`config.mk`:
```
export PLATFORM = sky130hd
export DESIGN_NAME = viterbi_ber_sequencer
export DESIGN_NICKNAME = d
export VERILOG_FILES = /design/src/rtl/viterbi_ber_sequencer.sv
export SDC_FILE = /design/constraint.sdc
export NUM_CORES = 1
export LEC_CHECK = 0
export CORE_ASPECT_RATIO = 1.5
export CORE_MARGIN = 3
export CORE_UTILIZATION = 40
export CTS_BUF_LIST = sky130_fd_sc_hd__clkbuf_4 sky130_fd_sc_hd__clkbuf_8
export DETAILED_ROUTE_END_ITERATION = 7
export SETUP_SLACK_MARGIN = 0.3
export SYNTH_ARGS = -nofsm -noshare
export SYNTH_HDL_FRONTEND = slang
export SYNTH_SLANG_ARGS = --single-unit
```
`constraint.sdc`:
```
create_clock -name clk -period 8.3 [get_ports clk]
set_input_delay 1.245 -clock clk [delete_from_list [all_inputs] [get_ports clk]]
set_output_delay 1.245 -clock clk [all_outputs]
set_load 0.05 [all_outputs]
```
`src/rtl/viterbi_ber_sequencer.sv`:
```
`default_nettype none
// ============================================================================
// Module      : viterbi_ber_sequencer
// Description : Test-frame controller for an encoder -> channel -> Viterbi
//               chain. Emits an LFSR payload plus zero tail and schedules burst
//               error masks. Counts decoded payload bit errors against a
//               latency-aligned reference copy of the payload.
// Revision    : 1.0 - initial release
// ============================================================================
module viterbi_ber_sequencer #(
  parameter int FRAME_LEN = 256,
  parameter int TAIL_LEN  = 8,
  parameter int DEC_LAT   = 70,
  parameter int N         = 5,
  parameter int BURST_LEN = 4
) (
  input  logic        clk,
  input  logic        rst,
  input  logic        start_i,
  input  logic        inj_en_i,
  input  logic [15:0] seed_i,
  input  logic        dec_bit_i,
  output logic        enc_bit_o,
  output logic        enc_en_o,
  output logic [1:0]  err_mask_o,
  output logic        busy_o,
  output logic        done_o,
  output logic [15:0] bit_err_ct_o,
  output logic [15:0] inj_ct_o,
  output logic        frame_pass_o
);

  localparam logic [2:0] c_IDLE  = 3'd0;
  localparam logic [2:0] c_RUN   = 3'd1;
  localparam logic [2:0] c_TAIL  = 3'd2;
  localparam logic [2:0] c_DRAIN = 3'd3;
  localparam logic [2:0] c_DONE  = 3'd4;

  logic [2:0]         r_state;
  logic [2:0]         w_nstate;
  logic [15:0]        r_cnt;
  logic [15:0]        r_lfsr;
  logic [15:0]        w_lfsr_nxt;
  logic [15:0]        w_seed;
  logic               w_start;
  logic               r_inj_en;
  logic               w_inj_act;
  logic               w_trig;
  logic [3:0]         r_burst;
  logic [3:0]         w_burst_eff;
  logic [3:0]         w_burst_nxt;
  logic [1:0]         w_mask_nxt;
  logic               r_enc_bit;
  logic               r_enc_en;
  logic [1:0]         r_err_mask;
  logic               r_busy;
  logic               r_done;
  logic               r_pass;
  logic [15:0]        r_bit_err_ct;
  logic [15:0]        r_inj_ct;
  logic [15:0]        w_bit_err_nxt;
  logic [15:0]        w_inj_nxt;
  logic               w_cmp_err;
  logic [DEC_LAT-1:0] r_dl_flag;
  logic [DEC_LAT-1:0] r_dl_bit;

  assign w_start = (r_state == c_IDLE) && start_i;
  // An all-zero seed would lock the LFSR, so it maps to the default seed.
  assign w_seed  = (seed_i == 16'h0000) ? 16'hACE1 : seed_i;

  // Phase sequencing: each phase ends when its cycle counter hits length-1.
  always_comb begin
    w_nstate = r_state;
    case (r_state)
      c_IDLE:  if (start_i) w_nstate = c_RUN;
      c_RUN:   if (r_cnt == 16'(FRAME_LEN - 1)) w_nstate = c_TAIL;
      c_TAIL:  if (r_cnt == 16'(TAIL_LEN - 1)) w_nstate = c_DRAIN;
      c_DRAIN: if (r_cnt == 16'(DEC_LAT - 1)) w_nstate = c_DONE;
      c_DONE:  w_nstate = c_IDLE;
      default: w_nstate = c_IDLE;
    endcase
  end

  // LFSR value for the upcoming cycle: loaded at start, shifted per RUN/TAIL cycle.
  always_comb begin
    w_lfsr_nxt = r_lfsr;
    if (w_start) begin
      w_lfsr_nxt = w_seed;
    end else if (r_state == c_RUN || r_state == c_TAIL) begin
      w_lfsr_nxt = {r_lfsr[0] ^ r_lfsr[2] ^ r_lfsr[3] ^ r_lfsr[5], r_lfsr[15:1]};
    end
  end

  // Burst scheduling is judged on the LFSR value of the cycle being masked,
  // so the triggering cycle itself is the first masked cycle of the burst.
  assign w_inj_act = (w_start ? inj_en_i : r_inj_en) &&
                     (w_nstate == c_RUN || w_nstate == c_TAIL);
  assign w_trig    = &w_lfsr_nxt[N+1:2];

  // Burst counter and mask for the upcoming cycle; leaving TAIL truncates a burst.
  always_comb begin
    w_burst_eff = r_burst;
    w_burst_nxt = 4'd0;
    w_mask_nxt  = 2'b00;
    if (r_burst == 4'd0 && w_trig) w_burst_eff = 4'(BURST_LEN);
    if (w_inj_act && w_burst_eff != 4'd0) begin
      w_mask_nxt  = w_lfsr_nxt[15:14];
      w_burst_nxt = w_burst_eff - 4'd1;
    end
  end

  assign w_cmp_err = r_dl_flag[DEC_LAT-1] && (dec_bit_i != r_dl_bit[DEC_LAT-1]);

  // Saturating frame counters; start clears them, the first masked cycle may coincide.
  always_comb begin
    w_bit_err_nxt = r_bit_err_ct;
    w_inj_nxt     = r_inj_ct;
    if (w_start) begin
      w_bit_err_nxt = 16'h0000;
      w_inj_nxt     = (w_mask_nxt != 2'b00) ? 16'h0001 : 16'h0000;
    end else begin
      if (w_cmp_err && r_bit_err_ct != 16'hFFFF) w_bit_err_nxt = r_bit_err_ct + 16'h0001;
      if (w_mask_nxt != 2'b00 && r_inj_ct != 16'hFFFF) w_inj_nxt = r_inj_ct + 16'h0001;
    end
  end

  // Main state, LFSR, registered outputs and counters.
  always_ff @(posedge clk) begin
    if (rst) begin
      r_state      <= c_IDLE;
      r_cnt        <= 16'h0000;
      r_lfsr       <= 16'hACE1;
      r_inj_en     <= 1'b0;
      r_burst      <= 4'd0;
      r_enc_bit    <= 1'b0;
      r_enc_en     <= 1'b0;
      r_err_mask   <= 2'b00;
      r_busy       <= 1'b0;
      r_done       <= 1'b0;
      r_pass       <= 1'b0;
      r_bit_err_ct <= 16'h0000;
      r_inj_ct     <= 16'h0000;
    end else begin
      r_state      <= w_nstate;
      r_cnt        <= (w_nstate != r_state || r_state == c_IDLE) ? 16'h0000 : r_cnt + 16'h0001;
      r_lfsr       <= w_lfsr_nxt;
      if (w_start) r_inj_en <= inj_en_i;
      r_burst      <= w_burst_nxt;
      r_enc_en     <= (w_nstate == c_RUN) || (w_nstate == c_TAIL);
      r_enc_bit    <= (w_nstate == c_RUN) && w_lfsr_nxt[0];
      r_err_mask   <= w_mask_nxt;
      r_busy       <= (w_nstate != c_IDLE);
      r_done       <= (w_nstate == c_DONE);
      r_bit_err_ct <= w_bit_err_nxt;
      r_inj_ct     <= w_inj_nxt;
      if (w_start) begin
        r_pass <= 1'b0;
      end else if (w_nstate == c_DONE) begin
        r_pass <= (w_bit_err_nxt == 16'h0000);
      end
    end
  end

  // Reference delay line: {payload flag, bit} as driven to the encoder each cycle.
  always_ff @(posedge clk) begin
    if (rst) begin
      r_dl_flag <= '0;
      r_dl_bit  <= '0;
    end else begin
      r_dl_flag <= DEC_LAT'({r_dl_flag, (r_state == c_RUN)});
      r_dl_bit  <= DEC_LAT'({r_dl_bit, r_enc_bit});
    end
  end

  assign enc_bit_o    = r_enc_bit;
  assign enc_en_o     = r_enc_en;
  assign err_mask_o   = r_err_mask;
  assign busy_o       = r_busy;
  assign done_o       = r_done;
  assign bit_err_ct_o = r_bit_err_ct;
  assign inj_ct_o     = r_inj_ct;
  assign frame_pass_o = r_pass;

endmodule
`default_nettype wire

```
### Yosys cells after proc, flatten, opt, wreduce, memory -nomap -nowiden

Cells that the tools add are included.

* bits in registers: 219
* bits of input ports: 21
* output and inout port bits: 39
* logic and storage cells: 77

* add/sub/neg operators: 4
* equality and inequality tests: 13
* muxes and demuxes: 16
* bitwise operators: 4
* reduce and logical (&&, ||, !) cells: 24

Operators with widths (count)
* 2-to-1 mux 16 bit: 7
* adder 16 x 1 -> 16 bit, second input constant: 3
* zero test 16 bit: 2
* inequality test 16 bit, second input constant: 2
* == test 16 x 3 -> 1 bit, second input constant: 1
* == test 16 x 7 -> 1 bit, second input constant: 1
* == test 16 x 8 -> 1 bit, second input constant: 1
* 2-to-1 mux 3 bit: 4
* case mux 3 bit (4 select lines): 1
* == test 3 x 2 -> 1 bit, second input constant: 3
* logical AND 1 bit: 8
* == test 3 x 1 -> 1 bit, second input constant: 2
* nonzero test 2 bit: 3
* OR reduction 2 bit: 3
* AND reduction 5 bit: 1
* zero test 4 bit: 1
* 2-to-1 mux 4 bit: 1
* nonzero test 4 bit: 1
* subtractor 4 x 1 -> 4 bit, second input constant: 1
* == test 3 bit, second input constant: 1
* zero test 3 bit: 1
* logical OR 1 bit: 3
* inequality test 3 bit: 1
* nonzero test 3 bit: 1
* other kinds (5): 8

### Logic depth before layout (Yosys ltp)

Gate-level depths: netlist of run 1.

* depth after elaboration: 15
* mapped depth: 12
* gate-level depth less buffers: 8

### Worst setup path after synthesis of run 1

Ideal clock, no wire load.

* path kind: input to register
* from: in seed_i[11]
* to: reg r_inj_ct[11] (netlist: inj_ct_o[11])
* library setup time: 0.071 ns
* data arrival time: 3.605 ns
* data required time: 8.229 ns
* path slack: 4.625 ns
* stages on the path: 8
* buffers on the path: 1
* path through: or4_4 -> o41a_1 -> nand2b_1 -> a222oi_1 -> or3_4 -> buf_6 -> or4_1 -> a21oi_1

* cells in the longest elaborated chain, start to end: 12

Ends and longest elaborated chain
* start: declaration: line 21 `input logic [15:0] seed_i,`
* zero test 16 bit *: line 69 `assign w_seed = (seed_i == 16'h0000) ? 16'hACE1 : seed_i;`
* 2-to-1 mux 16 bit *: line 69
* 2-to-1 mux 16 bit *: line 87 `if (w_start) begin`
* AND reduction 5 bit: line 98 `assign w_trig = &w_lfsr_nxt[N+1:2];`
* logical AND 1 bit: line 105 `if (r_burst == 4'd0 && w_trig) w_burst_eff = 4'(BURST_LEN);`
* 2-to-1 mux 4 bit: line 105
* nonzero test 4 bit: line 106 `if (w_inj_act && w_burst_eff != 4'd0) begin`
* logical AND 1 bit: line 106
* 2-to-1 mux 2 bit *: line 106
* nonzero test 2 bit *: line 123 `if (w_mask_nxt != 2'b00 && r_inj_ct != 16'hFFFF) w_inj_nxt = r_inj_ct + 16'h0001;`
* logical AND 1 bit *: line 123
* nonzero test 2 bit (no source line) *
* end signal: assignment: line 155 `r_inj_ct <= w_inj_nxt;`
* end: declaration: line 60 `logic [15:0] r_inj_ct;`

Every way passes the cells marked *; elsewhere a longest branch is shown, timed or not.
A chain may end at the register's enable or synchronous reset.

### Worst setup path in the final report of run 1

* from: in start_i
* to: reg r_inj_ct[7] (netlist: inj_ct_o[7])

* cells in the longest elaborated chain, start to end: 11
* elaborated cells between the ends (all ways): 19
* those cells by class: 2 x eq/ne; 7 x mux; 10 x reduce/logical

Ends and longest elaborated chain
* start: declaration: line 19 `input logic start_i,`
* logical AND 1 bit: line 67 `assign w_start = (r_state == c_IDLE) && start_i;`
* 2-to-1 mux 16 bit: line 87
* AND reduction 5 bit: line 98
* logical AND 1 bit: line 105
* 2-to-1 mux 4 bit: line 105
* nonzero test 4 bit: line 106
* logical AND 1 bit: line 106
* 2-to-1 mux 2 bit: line 106
* nonzero test 2 bit: line 123
* logical AND 1 bit: line 123
* nonzero test 2 bit (no source line)

Several ways; a longest one is shown, not always the timed one.

==> results of run 1 <==
==> final cells by class <==
type                    instances  area (um2)  area share [%]
clock buffers                  54         674            7.26
clock inverters                 6        80.1           0.862
inverters                       7        26.3           0.283
multi-input cells             510        3200            34.4
flip-flops and latches        219        4380            47.2
well taps                     252         315            3.39
repair buffers                 62         611            6.57
==> cell families (layout without fill, tap and decap cells) <==
group                    count (synthesis)  count (layout)  share of synthesized area [%]
XOR/XNOR                                38              38                           4.29
flip-flops                             219             219                           56.5
AND/OR/NAND/NOR                        365             365                           26.9
adder cells (fa/ha/maj)                  6               6                          0.936
buffers and inverters                   44             129                           2.28
AO/OA/AOI/OAI                           89              89                           7.49
multiplexers                            12              12                           1.58
==> sequential cells by signal, summed over array words and instances (netlist names) <==
| signal | count |
|---|---|
| inj_ct_o | 16 |
| r_inj_en | 1 |
| r_dl_flag | 70 |
| r_cnt | 16 |
| busy_o | 1 |
| r_dl_bit | 70 |
| enc_bit_o | 1 |
| r_lfsr | 16 |
| done_o | 1 |
| bit_err_ct_o | 16 |
| frame_pass_o | 1 |
| enc_en_o | 1 |
| err_mask_o | 2 |
| r_burst | 4 |
| r_state | 3 |
==> critical path: stages <==
cell and delay, ns:
sky130_fd_sc_hd__clkdlybuf4s50_1 0.55, sky130_fd_sc_hd__nor4b_4 0.83, sky130_fd_sc_hd__a21oi_1 0.31, sky130_fd_sc_hd__a221oi_1 0.37, sky130_fd_sc_hd__nor3b_1 0.11, sky130_fd_sc_hd__a31oi_2 1.01
sky130_fd_sc_hd__o31ai_1 0.24, sky130_fd_sc_hd__a21oi_1 0.18
==> cell usage after synthesis, types with 7 or more instances <==
library cell	count
sky130_fd_sc_hd__nor2_1	72
sky130_fd_sc_hd__nand3_1	19
sky130_fd_sc_hd__nor2b_1	144
sky130_fd_sc_hd__o21ai_0	14
sky130_fd_sc_hd__nand2_1	37
sky130_fd_sc_hd__inv_1	7
sky130_fd_sc_hd__dfxtp_1	219
sky130_fd_sc_hd__a21oi_1	32
sky130_fd_sc_hd__mux2i_1	10
sky130_fd_sc_hd__and2_1	10
sky130_fd_sc_hd__o31ai_1	13
sky130_fd_sc_hd__xnor2_1	24
sky130_fd_sc_hd__and4_1	7
sky130_fd_sc_hd__xor2_1	14
sky130_fd_sc_hd__clkbuf_1	31
sky130_fd_sc_hd__nand4_1	9
sky130_fd_sc_hd__or4_1	14
sky130_fd_sc_hd__nor3_1	10
==> metal layers <==
layer	part of all wire (%)	global-route usage, %
met3	5.6	4.10
met5	0.14	0
met2	48	25.8
met4	2.8	6.93
met1	44	17.6
==> worst paths after layout <==
kind	end	slack, ns	cells after the start
max	inj_ct_o[7]$_SDFFE_PP0P_	3.85	8
min	r_dl_flag[67]$_SDFF_PP0_	0.43	1
max reg2reg	inj_ct_o[7]$_SDFFE_PP0P_	4.52	7
min reg2reg	r_dl_flag[67]$_SDFF_PP0_	0.43	1
==> per-stage QoR <==
step                power, mW  setup slack (ns)  util (%)  cells
floorplan                1.15              4.62         -    773
global placement         1.18              3.63      45.5   1050
detailed placement       1.19              3.45      45.5   1050
CTS                      2.17              3.96      49.5   1110
global route             2.23              3.59      49.5   1110
finish                   2.14              3.85      49.5   1110
==> where the power goes <==
part           internal (mW)  total, mW  switching [mW]
registers               1.06       1.07         0.00848
logic                 0.0332     0.0936          0.0603
clock network          0.578      0.976           0.398
==> flow_summary.json, run 1 <==
{
  "period_needed_ns": 4.45,
  "cts_tree": "yes",
  "groute.usage.overall_pct": 15.1,
  "final_hold_violations": 0,
  "cts.path.max_buffers": 3,
  "number_of_global_route_vias_before_repair": 5526,
  "layout_worst_path_cycle_share_pct": 53.6,
  "synth_seq_area_share_pct": 56.5,
  "async_flop_share_pct": 0,
  "detailedRoute.firstPassIterationCount": 5,
  "critPathMaxFanout": 30,
  "cp-start-kind": "input pin",
  "nFillCells": 1808,
  "flow.area_growth_from_synthesis_pct": 19.8,
  "timing.critical_path.required_ns": 8.71,
  "timing.hold.worst.start": "r_dl_flag[66]$_SDFF_PP0_",
  "max_cap_viol_count": 0,
  "floorplan.die.height_um": 177,
  "cts_setup_buffers": 0,
  "hold_path_class": "reg -> reg",
  "synth-edff-count": 0,
  "port_buffers": 59,
  "crit_path_end_kind": "flop",
  "floorplan.io_pins": 60,
  "routed_wirelength_um": 15900,
  "synth_flop_cell": "sky130_fd_sc_hd__dfxtp_1",
  "pin_count_of_the_biggest_net_entering_global_routing": 126,
  "grt_pass1_wl_um": 26500,
  "post_synth_inst_count": 773,
  "initial_core_util_pct": 41.3,
  "number_of_antenna_violations_at_the_first_check_in_global_routing": 2,
  "mostFrequentLayoutCells": "219 x sky130_fd_sc_hd__dfxtp_1, 144 x sky130_fd_sc_hd__nor2b_1, 72 x sky130_fd_sc_hd__nor2_1, 58 x sky130_fd_sc_hd__clkdlybuf4s50_1, 43 x sky130_fd_sc_hd__clkbuf_8",
  "rr_startpoint": "r_state[2]$_SDFF_PP0_",
  "p_leak_nw": 3.34,
  "cts.hold.buffers_added": 0,
  "timing.final.setup_violations": 0,
  "finish.instance_area_um2": 9290,
  "cts.sink_count": 219,
  "worst-endpoint-arrival_ns": 4.86,
  "syn_area_per_cell_um2": 10.0,
  "drive_gt1_share_pct": 9.09,
  "grt_setup_unrepaired": "false",
  "crit_type": "in -> reg",
  "worst_hold_check_slack_ns": 0.434,
  "slew_headroom_pct": 15.5,
  "die_width_um": 120,
  "synth.top_cells.by_area": "sky130_fd_sc_hd__dfxtp_1 57%, sky130_fd_sc_hd__nor2b_1 12%, sky130_fd_sc_hd__nor2_1 3.5%",
  "vdd_ir_drop_max_uv": 140,
  "ctsHtreeMaxLevel": 2,
  "gpl_congestion": 0.844,
  "drc_errors": 0,
  "ys_seq_elements": 219,
  "setup.worst_path.start": "start_i",
  "floorplan.rows": 61,
  "synth_top_cell_by_area": "sky130_fd_sc_hd__dfxtp_1",
  "placement.cell_area_um2": 8540,
  "detail_route.wl_per_cell_um": 14.4,
  "timing_worst_slew_pin_value_ns": 1.26,
  "power_density_nw_per_um2": 230,
  "nets": 860,
  "synth-warning-count": 0,
  "core_um2": 18800,
  "tns_ns": 0,
  "hpwlAfterDp_um": 10300,
  "mappedNetlistNets": 799,
  "grt-ovfl-total": 0,
  "clk_latency_ns": 0.50,
  "dieArea_um2": 21100,
  "post_drt_via_cell_ratio": 5.00,
  "clock-skew-final_ns": 0.0227,
  "drt_iter0_drc": 374,
  "antenna_violating_nets_post_route": 0,
  "slew_violations": 0,
  "post_synth_instance_area_um2": 7750,
  "synth_top_area_share_pct": 56.5,
  "num_antenna_cells": 0,
  "ctsResizeCount": 0,
  "route.vias.total": 5548,
  "run_status": "complete, no violations",
  "fmax_mhz": 225,
  "worst_setup_hold_path_clk_slew_ns": 0.07,
  "synth_cell_types": 61,
  "final_common_cell": "sky130_fd_sc_hd__dfxtp_1",
  "cts_buffers": 34,
  "cts_root_buffer": "sky130_fd_sc_hd__clkbuf_8"
}
Note: power is estimated with default switching activity, not from simulation.
==> inputs of run 2 (changes only) <==
- clock period: 8.3 -> 3.9 ns (I/O delays scaled with it)
==> run 2 against run 1 <==
Against the previous run:
- sequential power is 110% higher
- critical endpoint is now inj_ct_o[8]$_SDFFE_PP0P_
- critical path type unchanged
- die area unchanged
- hold slack got worse by 0.014 ns
- sequential share of layout area fell by 0.13 points
==> flow_summary.json, run 2 (synthesis gave the netlist of run 1 again) <==
{
  "finalWorstSetupSlack_ns": 0.763,
  "register_area_um2": 4380,
  "clock-skew-final_ns": 0.0220,
  "tns_ns": 0,
  "final_common_cell": "sky130_fd_sc_hd__dfxtp_1",
  "cts_root_buffer": "sky130_fd_sc_hd__clkbuf_8",
  "cts_tree": "yes",
  "finish.instance_area_um2": 9320,
  "max_cap_viol_count": 0,
  "floorplan.die.height_um": 177,
  "multiInputGateArea_um2": 3200,
  "timing.critical_path.required_ns": 4.32,
  "cts.path.max_buffers": 3,
  "drive_gt1_share_pct": 10.1,
  "crit_type": "in -> reg",
  "post_drt_via_cell_ratio": 4.98,
  "fin_util_pct": 49.6,
  "timing.final.setup_violations": 0,
  "hold_path_end": "r_dl_bit[44]$_SDFF_PP0_",
  "r2r_slack_ns": 0.83,
  "mostFrequentLayoutCells": "219 x sky130_fd_sc_hd__dfxtp_1, 144 x sky130_fd_sc_hd__nor2b_1, 72 x sky130_fd_sc_hd__nor2_1, 58 x sky130_fd_sc_hd__clkdlybuf4s50_1, 43 x sky130_fd_sc_hd__clkbuf_8",
  "num_antenna_cells": 0,
  "power.share.combinational_pct": 4.7,
  "cp-start-kind": "input pin",
  "rr_startpoint": "r_state[1]$_SDFF_PP0_",
  "placement.cell_area_um2": 8610,
  "detailedRoute.firstPassIterationCount": 5,
  "slew_headroom_pct": 21.6,
  "fmax_mhz": 319,
  "ctsHtreeMaxLevel": 2,
  "ctsResizeCount": 0,
  "dieArea_um2": 21100,
  "flow.area_growth_from_synthesis_pct": 20.1,
  "die_width_um": 120,
  "crit_path_end_kind": "flop",
  "whs_path_depth": 1,
  "hpwlAfterDp_um": 10700,
  "power_frac_seq_pct": 51.7,
  "critical_path.slowest_cell": "sky130_fd_sc_hd__or4_1",
  "nFillCells": 1804,
  "timing.hold.worst.start": "r_dl_bit[43]$_SDFF_PP0_",
  "grt_setup_unrepaired": "false",
  "groute.usage.overall_pct": 15.4,
  "core_um2": 18800,
  "floorplan.io_pins": 60,
  "cts.hold.buffers_added": 0,
  "period_needed_ns": 3.14,
  "worst_setup_hold_path_clk_slew_ns": 0.06,
  "cts_setup_buffers": 0,
  "clock_power_share_pct": 43.6,
  "critical_path.max_stage_delay_ns": 0.58,
  "cts.sink_count": 219,
  "gpl_congestion": 0.856,
  "r2r_end": "inj_ct_o[8]$_SDFFE_PP0P_",
  "initial_core_util_pct": 41.3,
  "port_buffers": 59,
  "slew_violations": 0,
  "run_status": "complete, no violations",
  "worst-endpoint-arrival_ns": 3.56,
  "grt_pass1_wl_um": 27400,
  "critPathMaxFanout": 21,
  "number_of_antenna_violations_at_the_first_check_in_global_routing": 0,
  "number_of_global_route_vias_before_repair": 5696,
  "power.switching_fraction_pct": 22.3,
  "cts_buffers": 34,
  "critical_path.cell_chain": "clkdlybuf4s50_1 -> or4_1 -> o41a_1 -> nand2b_1 -> a222oi_1 -> or3_4 -> or4_1 -> a21oi_1",
  "final_hold_violations": 0,
  "route.vias.total": 5580,
  "clk_latency_ns": 0.50,
  "drc_errors": 0,
  "floorplan.rows": 61,
  "detail_route.wl_per_cell_um": 14.2,
  "vdd_ir_drop_max_uv": 254,
  "routed_wirelength_um": 15900,
  "pin_count_of_the_biggest_net_entering_global_routing": 67,
  "largestRegisters": "r_dl_bit: 70 flops, r_dl_flag: 70 flops",
  "crit_path_frequent_cell": "sky130_fd_sc_hd__or4_1",
  "power_switching_mw": 0.983,
  "layout_worst_path_cycle_share_pct": 80.4,
  "power_density_nw_per_um2": 474,
  "antenna_violating_nets_post_route": 0,
  "hold_path_class": "reg -> reg",
  "grt-ovfl-total": 0,
  "timing_worst_slew_pin_value_ns": 1.17,
  "drt_iter0_drc": 434,
  "design_power_total_mw": 4.41,
  "p_int_mw": 3.43,
  "nets": 870,
  "p_leak_nw": 3.37,
  "r2r_cells": 9,
  "dp_worst_setup_slack_ns": 0.304
}
==> run 2: cell count changes in the layout (fill, tap and decap cells not counted), sizes merged <==
| cell | change |
|---|---|
| buf | +10 |
| bufinv | -2 |
| clkinv | +2 |
| clkbuf | -1 |
| clkinvlp | +1 |
==> run 2: final cells by class <==
type	count	share of cell area (%)
clock buffers	53	7.16
clock inverters	7	0.403
inverters	7	0.282
multi-input cells	510	34.3
flip-flops and latches	219	47.1
well taps	252	3.38
repair buffers	72	7.36
==> run 2: power by group through the flow <==
stage | sequential (mW) | combinational [mW] | clock, mW
floorplan | 2.33 | 0.127 | 0
global placement | 2.33 | 0.204 | 0
detailed placement | 2.33 | 0.207 | 0
CTS | 2.28 | 0.209 | 2.00
global route | 2.28 | 0.229 | 2.09
finish | 2.28 | 0.207 | 1.93
==> run 2: stage by stage <==
step,instances,hold slack [ns]
after global routing,1120,0.439
after detailed placement,1060,0.420
after global placement,1060,0.419
final,1120,0.420
after floorplan,773,0.414
after CTS,1120,0.424
==> run 2: routing by layer <==
| layer | up-vias | GRT usage [%] | part of all wire [%] |
|---|---|---|---|
| li1 | 2759 | - | - |
| met3 | 37 | 2.88 | 5.3 |
| met4 | 0 | 6.02 | 2.8 |
| met2 | 142 | 26.7 | 48 |
| met1 | 2642 | 19.0 | 44 |
| met5 | - | 0 | 0 |
==> run 2: worst max-delay path: cells and delay by family <==
family                 cells  cell delay [ns]
AOI/OAI and AO/OA          3             0.74
buffers and inverters      1             0.49
and+or+nand+nor            4             1.73
==> run 2: how the worst max path moves through the flow <==
stage / startpoint / end / cells past startpoint
5_1_grt: r_state[1]$_SDFF_PP0_ / inj_ct_o[7]$_SDFFE_PP0P_ / 7
2_1_floorplan: seed_i[11] / inj_ct_o[11]$_SDFFE_PP0P_ / 8
6_report: seed_i[2] / inj_ct_o[8]$_SDFFE_PP0P_ / 8
3_5_place_dp: seed_i[3] / inj_ct_o[8]$_SDFFE_PP0P_ / 8
4_1_cts: seed_i[3] / inj_ct_o[8]$_SDFFE_PP0P_ / 8
3_3_place_gp: seed_i[2] / inj_ct_o[5]$_SDFFE_PP0P_ / 8
==> inputs of run 3 (changes only) <==
- clock period: 3.9 -> 3.25 ns (I/O delays scaled with it)
==> run 3 against run 2 <==
Against the previous run:
- via count grew 1.7%
- clock power grew 21%
- sequential share of layout area shrank 1.8 points
- non-clock buffer count grew 35
- cell count grew 2.8%
- critical path type unchanged
- largest cell class unchanged
==> flow_summary.json, run 3 (synthesis gave the netlist of run 1 again) <==
{
  "run_status": "complete, no violations",
  "pin_count_of_the_biggest_net_entering_global_routing": 86,
  "routed_wirelength_um": 16100,
  "mostFrequentLayoutCells": "217 x sky130_fd_sc_hd__dfxtp_1, 144 x sky130_fd_sc_hd__nor2b_1, 72 x sky130_fd_sc_hd__nor2_1, 48 x sky130_fd_sc_hd__clkdlybuf4s50_1, 45 x sky130_fd_sc_hd__buf_4",
  "crit_type": "in -> reg",
  "fmax_mhz": 342,
  "slew_headroom_pct": 48.2,
  "post_drt_via_cell_ratio": 4.93,
  "port_buffers": 59,
  "nets": 905,
  "period_needed_ns": 2.92,
  "crit_path_end_kind": "flop",
  "hpwlAfterDp_um": 10800,
  "power_switching_mw": 1.17,
  "drc_errors": 0,
  "power_frac_seq_pct": 51.0,
  "multiInputGateArea_um2": 3230,
  "vdd_ir_drop_max_uv": 303,
  "cts_buffers": 34,
  "number_of_global_route_vias_before_repair": 5689,
  "detailedRoute.firstPassIterationCount": 4,
  "power.switching_fraction_pct": 21.9,
  "floorplan.io_pins": 60,
  "cts_root_buffer": "sky130_fd_sc_hd__clkbuf_8",
  "number_of_antenna_violations_at_the_first_check_in_global_routing": 3,
  "finalWorstSetupSlack_ns": 0.326,
  "critical_path.cell_chain": "clkdlybuf4s50_1 -> or4_4 -> o41a_1 -> nand2b_1 -> a222oi_1 -> or3_4 -> buf_12 -> buf_4 -> or3b_4 -> a21oi_2",
  "hold_path_class": "in -> reg",
  "die_width_um": 120,
  "gpl_congestion": 0.891,
  "critical_path_buf_inv_count": 3,
  "place.detailed.instances": 1089,
  "slew_violations": 0,
  "core_um2": 18800,
  "p_leak_nw": 3.64,
  "drive_gt1_share_pct": 14.3,
  "timing_worst_slew_pin_value_ns": 0.777,
  "critical_path.slowest_cell": "sky130_fd_sc_hd__or4_4",
  "power_density_nw_per_um2": 554,
  "route.vias.total": 5674,
  "tns_ns": 0,
  "grt-ovfl-total": 0,
  "cp-start-kind": "input pin",
  "post_layout_nonfiller_instances": 1151,
  "final_common_cell": "sky130_fd_sc_hd__dfxtp_1",
  "groute.usage.overall_pct": 15.2,
  "largestRegisters": "r_dl_bit: 70 flops, r_dl_flag: 70 flops",
  "power.share.combinational_pct": 5.4,
  "layout_worst_path_cycle_share_pct": 90.0,
  "antenna_violating_nets_post_route": 0,
  "fin_util_pct": 51.6,
  "timing.final.setup_violations": 0,
  "floorplan.rows": 61,
  "dieArea_um2": 21100,
  "p_int_mw": 4.19,
  "detail_route.wl_per_cell_um": 14.0,
  "worst-endpoint-arrival_ns": 3.35,
  "clock-skew-final_ns": 0.0106,
  "grt_pass1_wl_um": 26900,
  "worst_setup_hold_path_clk_slew_ns": 0.07,
  "ctsHtreeMaxLevel": 2,
  "dp_worst_setup_slack_ns": -0.216,
  "final_hold_violations": 0,
  "critical_path.max_stage_delay_ns": 0.58,
  "critPathMaxFanout": 5,
  "cp_top_family": "simple AND/OR/NAND/NOR gates",
  "grt_setup_unrepaired": "true",
  "timing.critical_path.required_ns": 3.68,
  "floorplan.die.height_um": 177,
  "max_cap_viol_count": 0,
  "register_area_um2": 4390,
  "initial_core_util_pct": 41.3,
  "cts.sink_count": 219,
  "cts_tree": "yes",
  "nFillCells": 1777,
  "flow.area_growth_from_synthesis_pct": 24.9,
  "clock_power_share_pct": 43.6,
  "cts.path.max_buffers": 3,
  "drt_iter0_drc": 422,
  "clk_latency_ns": 0.49
}
==> run 3: area by class of cell <==
type	instances	area share, %
Inverter	7	0.271
Clock buffer	50	6.65
Tap cell	252	3.26
Clock inverter	4	0.555
Antenna cell	2	0.0517
Timing Repair Buffer	107	10.5
Sequential cell	219	45.3
Multi-Input combinational cell	510	33.4
==> run 3: repair_timing <==
action | in CTS | in global routing
hold buffers | 0 | 0
gates resized for setup | 0 | 23
endpoints found under the setup margin | 1 | 14
pin swaps | 1 | 13
setup buffers | 0 | 5
gates cloned | 0 | 1
==> run 3: through the flow <==
| stage | instance area, um2 | hold slack, ns | power [mW] |
|---|---|---|---|
| final | 9690 | 0.250 | 5.36 |
| after global routing | 9690 | 0.262 | 5.60 |
| after CTS | 9540 | 0.405 | 5.43 |
| after detailed placement | 8840 | 0.424 | 3.07 |
| after global placement | 8840 | 0.418 | 3.06 |
| after floorplan | 7750 | 0.414 | 2.95 |
==> run 3: worst paths after layout <==
kind,start,endpoint,slack [ns],cells past startpoint
max,seed_i[3],inj_ct_o[1]$_SDFFE_PP0P_,0.33,10
min,seed_i[9],r_lfsr[9]$_SDFFE_PP0P_,0.25,3
max reg2reg,r_state[0]$_SDFF_PP0_,inj_ct_o[1]$_SDFFE_PP0P_,0.43,8
min reg2reg,r_dl_flag[40]$_SDFF_PP0_,r_dl_flag[41]$_SDFF_PP0_,0.43,1
==> run 3: routing by layer <==
layer / vias up / wire [um] / global-route usage [%]
met4: 2 / 450 / 6.40
met2: 126 / 7880 / 26.4
met1: 2687 / 6880 / 18.2
met3: 32 / 923 / 3.30
li1: 2827 / - / -
met5: - / 13 / 0
==> run 3: power by group through the flow <==
| stage | clock network (mW) | logic, mW | registers, mW |
|---|---|---|---|
| after CTS | 2.42 | 0.276 | 2.73 |
| final | 2.34 | 0.292 | 2.73 |
| after detailed placement | 0 | 0.274 | 2.79 |
| after global placement | 0 | 0.269 | 2.79 |
| after floorplan | 0 | 0.152 | 2.80 |
| after global routing | 2.55 | 0.319 | 2.74 |
==> run 3: worst min-delay path: stages <==
cell	delay, ns
sky130_fd_sc_hd__dlymetal6s2s_1	0.11
sky130_fd_sc_hd__nand2_1	0.05
sky130_fd_sc_hd__o21ai_0	0.06
